<file path="config.mk">
export PLATFORM = sky130hd
export DESIGN_NAME = mem_port_arbiter
export DESIGN_NICKNAME = d
export VERILOG_FILES = /design/src/rtl/mem_port_arbiter_pkg.sv /design/src/rtl/mem_arb_perf_cnt.sv /design/src/rtl/mem_port_arbiter.sv
export SDC_FILE = /design/constraint.sdc
export NUM_CORES = 1
export LEC_CHECK = 0
export CAP_MARGIN = 20
export CORE_MARGIN = 4
export CORE_UTILIZATION = 40
export DETAILED_ROUTE_END_ITERATION = 10
export MAX_ROUTING_LAYER = met4
export PLACE_DENSITY = 0.8
export SKIP_CTS_REPAIR_TIMING = 1
export SLEW_MARGIN = 25
export SYNTH_ARGS = -nofsm -noshare
export SYNTH_HDL_FRONTEND = slang
export SYNTH_SLANG_ARGS = --single-unit
</file>
<file path="constraint.sdc">
create_clock -name clk -period 2 [get_ports clk]
set_clock_uncertainty 0.05 [all_clocks]
set_input_delay 0.4 -clock clk [delete_from_list [all_inputs] [get_ports clk]]
set_output_delay 0.4 -clock clk [all_outputs]
set_load 0.1 [all_outputs]
</file>
<file path="src/rtl/mem_port_arbiter_pkg.sv">
// Shared definitions for the IF/MEM unified-memory arbiter.
// Holds the FSM state encoding, the grant encoding and the perf counter width.
package mem_arb_defs;

  localparam int unsigned PERF_W = 32;

  // Arbiter FSM states
  typedef enum logic [1:0] {
    IDLE   = 2'd0,
    D_BUSY = 2'd1,
    I_BUSY = 2'd2,
    I_DROP = 2'd3
  } arb_state_e;

  // Owner of the most recent grant
  typedef enum logic {
    GNT_IF = 1'b0,
    GNT_D  = 1'b1
  } grant_e;

endpackage : mem_arb_defs

</file>
<file path="src/rtl/mem_arb_perf_cnt.sv">
// Saturating event counter with enable, used by the arbiter's optional
// MEM_ARB_PERF_EN performance counters.
// Ports:
//   clk, rstn : clock, asynchronous active-low reset
//   en        : count this cycle
//   count     : current value, sticks at all-ones
module mem_arb_perf_cnt #(
  parameter int unsigned W = 32
) (
  input  logic         clk,
  input  logic         rstn,
  input  logic         en,
  output logic [W-1:0] count
);

  logic [W-1:0] r_count;

  // Count up while enabled, hold at all-ones
  always_ff @(posedge clk or negedge rstn) begin
    if (!rstn) begin
      r_count <= '0;
    end else if (en && (r_count != '1)) begin
      r_count <= r_count + W'(1);
    end
  end

  assign count = r_count;

endmodule : mem_arb_perf_cnt

</file>
<file path="src/rtl/mem_port_arbiter.sv">
// Arbitrates one single-port memory between instruction fetch (IF) and
// load/store (MEM) requesters, returns data with one-cycle acks, raises a
// pipeline stall request, and drops fetches cancelled by a redirect.
// Optional feature: define MEM_ARB_PERF_EN to add saturating wait/drop counters.
// Ports:
//   clk, rstn                         : clock, asynchronous active-low reset
//   if_req/if_addr/if_kill            : fetch request, PC, redirect cancel
//   if_ack/if_rdata                   : fetch completion pulse and instruction
//   d_req/d_we/d_addr/d_wdata         : load/store request
//   d_ack/d_rdata                     : load/store completion and load data
//   m_req/m_we/m_addr/m_wdata         : memory request, held until m_ready
//   m_rdata/m_ready                   : memory response
//   stall_pipe                        : combinational stall request
//   perf_if_wait/perf_d_wait/perf_drop: counters (MEM_ARB_PERF_EN only)
module mem_port_arbiter
  import mem_arb_defs::*;
#(
  parameter int unsigned ADDR_W = 32,
  parameter int unsigned DATA_W = 32
) (
  input  logic              clk,
  input  logic              rstn,
  input  logic              if_req,
  input  logic [ADDR_W-1:0] if_addr,
  input  logic              if_kill,
  output logic              if_ack,
  output logic [DATA_W-1:0] if_rdata,
  input  logic              d_req,
  input  logic              d_we,
  input  logic [ADDR_W-1:0] d_addr,
  input  logic [DATA_W-1:0] d_wdata,
  output logic              d_ack,
  output logic [DATA_W-1:0] d_rdata,
  output logic              m_req,
  output logic              m_we,
  output logic [ADDR_W-1:0] m_addr,
  output logic [DATA_W-1:0] m_wdata,
  input  logic [DATA_W-1:0] m_rdata,
  input  logic              m_ready,
  output logic              stall_pipe
`ifdef MEM_ARB_PERF_EN
  ,
  output logic [PERF_W-1:0] perf_if_wait,
  output logic [PERF_W-1:0] perf_d_wait,
  output logic [PERF_W-1:0] perf_drop
`endif
);

  arb_state_e        r_state,      w_state_nxt;
  grant_e            r_last_grant, w_last_grant_nxt;
  logic              r_m_req,      w_m_req_nxt;
  logic              r_m_we,       w_m_we_nxt;
  logic [ADDR_W-1:0] r_m_addr,     w_m_addr_nxt;
  logic [DATA_W-1:0] r_m_wdata,    w_m_wdata_nxt;
  logic              r_if_ack,     w_if_ack_nxt;
  logic [DATA_W-1:0] r_if_rdata,   w_if_rdata_nxt;
  logic              r_d_ack,      w_d_ack_nxt;
  logic [DATA_W-1:0] r_d_rdata,    w_d_rdata_nxt;

  logic w_if_elig;
  logic w_d_elig;

  // A requester acked this cycle is about to drop its req; a killed fetch is
  // never granted.
  assign w_if_elig = if_req & ~r_if_ack & ~if_kill;
  assign w_d_elig  = d_req  & ~r_d_ack;

  // State and output registers
  always_ff @(posedge clk or negedge rstn) begin
    if (!rstn) begin
      r_state      <= IDLE;
      r_last_grant <= GNT_IF;
      r_m_req      <= 1'b0;
      r_m_we       <= 1'b0;
      r_m_addr     <= '0;
      r_m_wdata    <= '0;
      r_if_ack     <= 1'b0;
      r_if_rdata   <= '0;
      r_d_ack      <= 1'b0;
      r_d_rdata    <= '0;
    end else begin
      r_state      <= w_state_nxt;
      r_last_grant <= w_last_grant_nxt;
      r_m_req      <= w_m_req_nxt;
      r_m_we       <= w_m_we_nxt;
      r_m_addr     <= w_m_addr_nxt;
      r_m_wdata    <= w_m_wdata_nxt;
      r_if_ack     <= w_if_ack_nxt;
      r_if_rdata   <= w_if_rdata_nxt;
      r_d_ack      <= w_d_ack_nxt;
      r_d_rdata    <= w_d_rdata_nxt;
    end
  end

  // Next-state and registered-output logic
  always_comb begin
    w_state_nxt      = r_state;
    w_last_grant_nxt = r_last_grant;
    w_m_req_nxt      = r_m_req;
    w_m_we_nxt       = r_m_we;
    w_m_addr_nxt     = r_m_addr;
    w_m_wdata_nxt    = r_m_wdata;
    w_if_rdata_nxt   = r_if_rdata;
    w_d_rdata_nxt    = r_d_rdata;
    w_if_ack_nxt     = 1'b0;
    w_d_ack_nxt      = 1'b0;

    case (r_state)
      IDLE: begin
        // On a tie, the requester that did not win last time goes first
        if (w_d_elig && (!w_if_elig || (r_last_grant == GNT_IF))) begin
          w_m_req_nxt      = 1'b1;
          w_m_we_nxt       = d_we;
          w_m_addr_nxt     = d_addr;
          w_m_wdata_nxt    = d_wdata;
          w_last_grant_nxt = GNT_D;
          w_state_nxt      = D_BUSY;
        end else if (w_if_elig) begin
          w_m_req_nxt      = 1'b1;
          w_m_we_nxt       = 1'b0;
          w_m_addr_nxt     = if_addr;
          w_m_wdata_nxt    = '0;
          w_last_grant_nxt = GNT_IF;
          w_state_nxt      = I_BUSY;
        end
      end

      D_BUSY: begin
        if (m_ready) begin
          w_m_req_nxt = 1'b0;
          if (!r_m_we) begin
            w_d_rdata_nxt = m_rdata;
          end
          w_d_ack_nxt = 1'b1;
          w_state_nxt = IDLE;
        end
      end

      I_BUSY: begin
        if (m_ready) begin
          w_m_req_nxt = 1'b0;
          w_state_nxt = IDLE;
          // A kill coinciding with completion discards the instruction
          if (!if_kill) begin
            w_if_rdata_nxt = m_rdata;
            w_if_ack_nxt   = 1'b1;
          end
        end else if (if_kill) begin
          w_state_nxt = I_DROP;
        end
      end

      I_DROP: begin
        // Memory must still finish the access; the result is thrown away
        if (m_ready) begin
          w_m_req_nxt = 1'b0;
          w_state_nxt = IDLE;
        end
      end

      default: begin
        w_state_nxt = IDLE;
      end
    endcase
  end

  assign m_req    = r_m_req;
  assign m_we     = r_m_we;
  assign m_addr   = r_m_addr;
  assign m_wdata  = r_m_wdata;
  assign if_ack   = r_if_ack;
  assign if_rdata = r_if_rdata;
  assign d_ack    = r_d_ack;
  assign d_rdata  = r_d_rdata;

  assign stall_pipe = (if_req & ~r_if_ack) | (d_req & ~r_d_ack) | (r_state == I_DROP);

`ifdef MEM_ARB_PERF_EN
  logic w_if_wait_ev;
  logic w_d_wait_ev;
  logic w_drop_ev;

  // Both drop paths (enter I_DROP, or discard on completion) start in I_BUSY
  assign w_if_wait_ev = if_req & ~r_if_ack;
  assign w_d_wait_ev  = d_req & ~r_d_ack;
  assign w_drop_ev    = (r_state == I_BUSY) & if_kill;

  mem_arb_perf_cnt #(.W(PERF_W)) u_perf_if_wait (
    .clk   (clk),
    .rstn  (rstn),
    .en    (w_if_wait_ev),
    .count (perf_if_wait)
  );

  mem_arb_perf_cnt #(.W(PERF_W)) u_perf_d_wait (
    .clk   (clk),
    .rstn  (rstn),
    .en    (w_d_wait_ev),
    .count (perf_d_wait)
  );

  mem_arb_perf_cnt #(.W(PERF_W)) u_perf_drop (
    .clk   (clk),
    .rstn  (rstn),
    .en    (w_drop_ev),
    .count (perf_drop)
  );
`endif

endmodule : mem_port_arbiter

</file>
* Yosys cells after proc, flatten, opt, wreduce, memory -nomap -nowiden *
Cells that the tools add are included.

word-level totals
  flip-flop bits (word level) = 135
  latch bits = 0
  bits in writable memories = 0
  memory bits (read-only) = 0
  output and inout port bits = 133
  memories kept = 0

cells by class
  add/subtract/negate cells = 0
  $mul = 0
  div/mod/pow operators = 0
  magnitude comparators = 0
  equality and inequality tests = 7
  shift operators = 0
  mux-type cells = 22
  bitwise logic cells = 10
  reductions and logical operators = 12

operators with widths
  cell                number
  $mux 32             4
  $mux 1              11
  $mux 2              5
  $reduce_and 3->1    3
  $ne 3x3->1 const B  2
  $pmux 2 s3          1
  $not 1->1           5
  $eq 2x2->1 const B  2
  $ne 2x1->1 const B  2
  $reduce_and 2->1    2
  $and 1x1->1         3
  $reduce_or 3->1     1
  $eq 2x1->1 const B  1
  $logic_not 2->1     1
  $or 1x1->1          2
  $pmux 1 s2          1
  $reduce_bool 2->1   1
  $reduce_or 2->1     1
  $logic_and 1x1->1   1
  $logic_not 1->1     1
  $logic_or 1x1->1    1

* Logic depth before layout (Yosys ltp) *
  depth after elaboration = 8
  depth in mapped cells = 7

* Worst setup path after synthesis *
No wires, ideal clock.

  kind = register to output
  start point = register r_d_ack (netlist: d_ack)
  end point = output port stall_pipe
  arrival = 1.781 ns
  slack = -0.231 ns
  cell stages (with the launch flop) = 3
  path buffers = 0
  cell sequence = dfrtp_1 nor2b_1 a221o_1

on the way
  longest elaborated chain between the ends = 4

ends and longest elaborated chain
  item                     line                     RTL
  from (decl)              mem_port_arbiter.sv:57   logic r_d_ack, w_d_ack_nxt;
  from (signal assigned)   mem_port_arbiter.sv:90   r_d_ack <= w_d_ack_nxt;
  $not 1->1                mem_port_arbiter.sv:176  assign stall_pipe = (if_req & ~r_if_ack) | (d_req & ~r_d_ack) | (r_state == I_DROP);
  $and 1x1->1              mem_port_arbiter.sv:176
  $or 1x1->1 (2 in a row)  mem_port_arbiter.sv:176
  to (decl)                mem_port_arbiter.sv:40   output logic stall_pipe

No other way between the ends.

* Worst setup path after layout *
  start point = register r_state[1]
  end point = output port stall_pipe

on the way
  longest elaborated chain between the ends = 2

ends and longest elaborated chain
  item                    line                     RTL
  from (decl)             mem_port_arbiter.sv:49   arb_state_e r_state, w_state_nxt;
  from (signal assigned)  mem_port_arbiter.sv:82   r_state <= w_state_nxt;
  $eq 2x2->1              mem_port_arbiter.sv:176
  $or 1x1->1              mem_port_arbiter.sv:176

No other way between the ends.

==> summary.txt <==
Yosys
  – Largest family of logic cells by synthesized area: multiplexers
  – Mux cell area share after synthesis: 0.198
  – Top_reg_cell synth: dfrtp_1
  – Register area share after synthesis: 0.641
  – Synth top area share: 0.641
  – Most frequent cell after synthesis: dfrtp_1
  – Post-Synth Adder-Cell Area: 0
  – Synthesized Nets: 507
  – Compound-Gate Fraction of Synth Area: 0.0955
  – Post-Synth Simple-Gate Area: 0.0375
  – Most frequent cells after synthesis: 135 x dfrtp_1, 60 x mux2_2, 35 x nand2_1, 33 x a22o_1, 33 x o21ai_0
  – XOR/XNOR share of the synthesized area: 0
  – Mapped cell area: 5270 sq um
  – Cell count after synthesis: 372
  – Synth async-reset ratio: 1.00
  – Avg Inst Size Synth: 14.2 sq um
  – Yosys warns: 0
  – #FFs+latches synth: 135
  – Leading area contributor after synthesis: dfrtp_1
  – Post-synth EDFFs: 0
  – Synth top area cells: dfrtp_1 64%, mux2_2 13%, mux2i_1 6.1%
  – Post-synthesis cell type count: 26

Setup path
  – Worst Path Max Fanout: 7
  – Crit path launch type: flip-flop
  – Crit-path max cell delay: 0.48 ns
  – Type of the worst setup path: reg -> out
  – Crit path DAT: 1.46 ns
  – Type of element capturing the critical path: primary output
  – Worst-path cell chain: a221o_2, buf_12
  – Slowest cell on crit path: dfrtp_1
  – Critical Path RT: 1.55 ns

Floorplan
  – Number of I/O pins: 268
  – Row count: 41
  – Die area: 15100 sq um
  – Die Height: 123 um
  – Width of the die: 123 um
  – Core Area: 12800 sq um
  – Initial core utilization: 0.412

GRT
  – Total Routing Usage GR: 0.193
  – GRT overflow: 0
  – Vias in the first global route: 4214
  – Antenna violations before repair: 0
  – First-pass GRT wire length: 21.6 mm
  – Pin count of the biggest net entering global routing: 65

Worst hold path
  – Class of the worst hold path: in -> async

Clock network
  – Root buf cell: clkbuf_16
  – Max clock buf depth: 2
  – CTS tree: yes
  – Number of CTS-inserted buffers: 17
  – H-Tree Depth: 4
  – Clk sinks: 135
  – Clock transition at path regs: 0.05 ns
  – Clk_lat worst skew: 0.41 ns

Detailed routing
  – WL/cell: 17.0 um
  – Vias: 4028
  – DRT Pass-1 Iters: 4
  – Vias per cell: 4.82
  – Total Wirelength: 14.2 mm
  – Drc violations: 0
  – Initial DRC count: 126
  – ANT nets after route: 0

Placed design
  – Post-placement cell area: 7940 sq um
  – DP HPWL: 10.8 mm
  – Final GP Congestion: 0.771
  – Placed cells: 802
  – Number of port buffers: 267

Cells and area
  – Design Area, Final: 8590 sq um
  – Area Growth Syn to Fin: 63.1%
  – Fraction of layout cells with a size suffix above 1: 0.374
  – Ant. Diodes: 0
  – Final #Nets: 785
  – Finished Layout Cells: 835
  – Final core utilization: 0.673

Flow run
  – MaxCap Viol Count: 0

Timing
  – Final setup violation count: 0
  – Final period utilization: 0.955
  – Max_slew headroom: 0.746
  – Post-route minimum period: 1.91 ns
  – RSZ-0062 raised after global routing: false
  – Setup TNS: 0 ns
  – Max Freq: 523 MHz
  – Least-Margin Pin Slew: 0.381 ns
  – Final Hold Fails: 0
  – Max-slew violations: 0

Run status
  – Status: completed
==> critical path, delay by kind of cell, from the launching register on <==
family,cells,cell delay (ns)
AOI/OAI and AO/OA,1,0.40
buffers and inverters,1,0.17
DFF,1,0.48
==> flip-flops by register name, indices dropped and copies added, names as in the netlist <==
name and cells:
m_wdata 32, m_we 1, if_rdata 32, r_state 2, r_last_grant 1, m_req 1
d_ack 1, m_addr 32, if_ack 1, d_rdata 32
==> layout by cell type, fill, tap and decap left out, types with 2 or more instances in the layout <==
cell / netlist / routed
buf_4: 6 / 140
dfrtp_1: 135 / 133
clkdlybuf4s50_1: 0 / 132
mux2_2: 60 / 60
nand2_1: 35 / 35
a22o_1: 33 / 33
o21ai_0: 33 / 33
mux2i_1: 32 / 32
clkbuf_16: 0 / 17
buf_12: 0 / 9
mux2_1: 4 / 4
bufinv_16: 0 / 4
clkbuf_8: 0 / 4
clkbuf_1: 10 / 3
clkinv_2: 0 / 3
nor2_1: 2 / 2
dfrtp_2: 0 / 2
==> metrics by stage <==
step                hold WS (ns)  worst slack (ns)
floorplan                 0.0544            0.0693
global placement           0.295            -0.114
CTS                       -0.142           -0.0188
detailed placement         0.299            -0.184
finish                     0.400            0.0894
global route               0.422            0.0464
==> area by class of cell <==
class | instances | area (sq um)
multi-input cells | 211 | 1780
clock buffers | 24 | 492
clock inverters | 8 | 143
fillers | 928 | 4180
repair buffers | 283 | 2570
inverters | 2 | 7.51
well taps | 172 | 215
flip-flops and latches | 135 | 3380
==> final timing paths <==
kind | to | depth (start not counted) | from | slack (ns)
worst max-delay path | stall_pipe | 2 | r_state[1] | 0.09
worst min-delay path | m_addr[16] | 2 | rstn | 0.40
worst max register to register | if_rdata[9] | 4 | r_state[1] | 0.26
worst min register to register | m_addr[4] | 2 | m_addr[4] | 0.43
max in group asynchronous | m_addr[14] | 3 | rstn | 0.87
min in group clk | m_addr[4] | 2 | m_addr[4] | 0.43
==> logic make-up (layout without fill, tap and decap cells) <==
logic type | Yosys count | count (layout)
buffers and inverters | 26 | 317
AOI/OAI and AO/OA | 73 | 73
muxes | 96 | 96
DFF | 135 | 135
and+or+nand+nor | 42 | 42
==> layer usage <==
layer | GRT usage | routed length [um] | share of wire
met2 | 0.318 | 6910 | 0.49
met4 | 0.0826 | 372 | 0.026
met3 | 0.0618 | 1390 | 0.098
met5 | - | 0 | 0
met1 | 0.215 | 5490 | 0.39
Power is not shown: default switching activity piles up to over one toggle a cycle in this logic, so the estimate is an artifact.
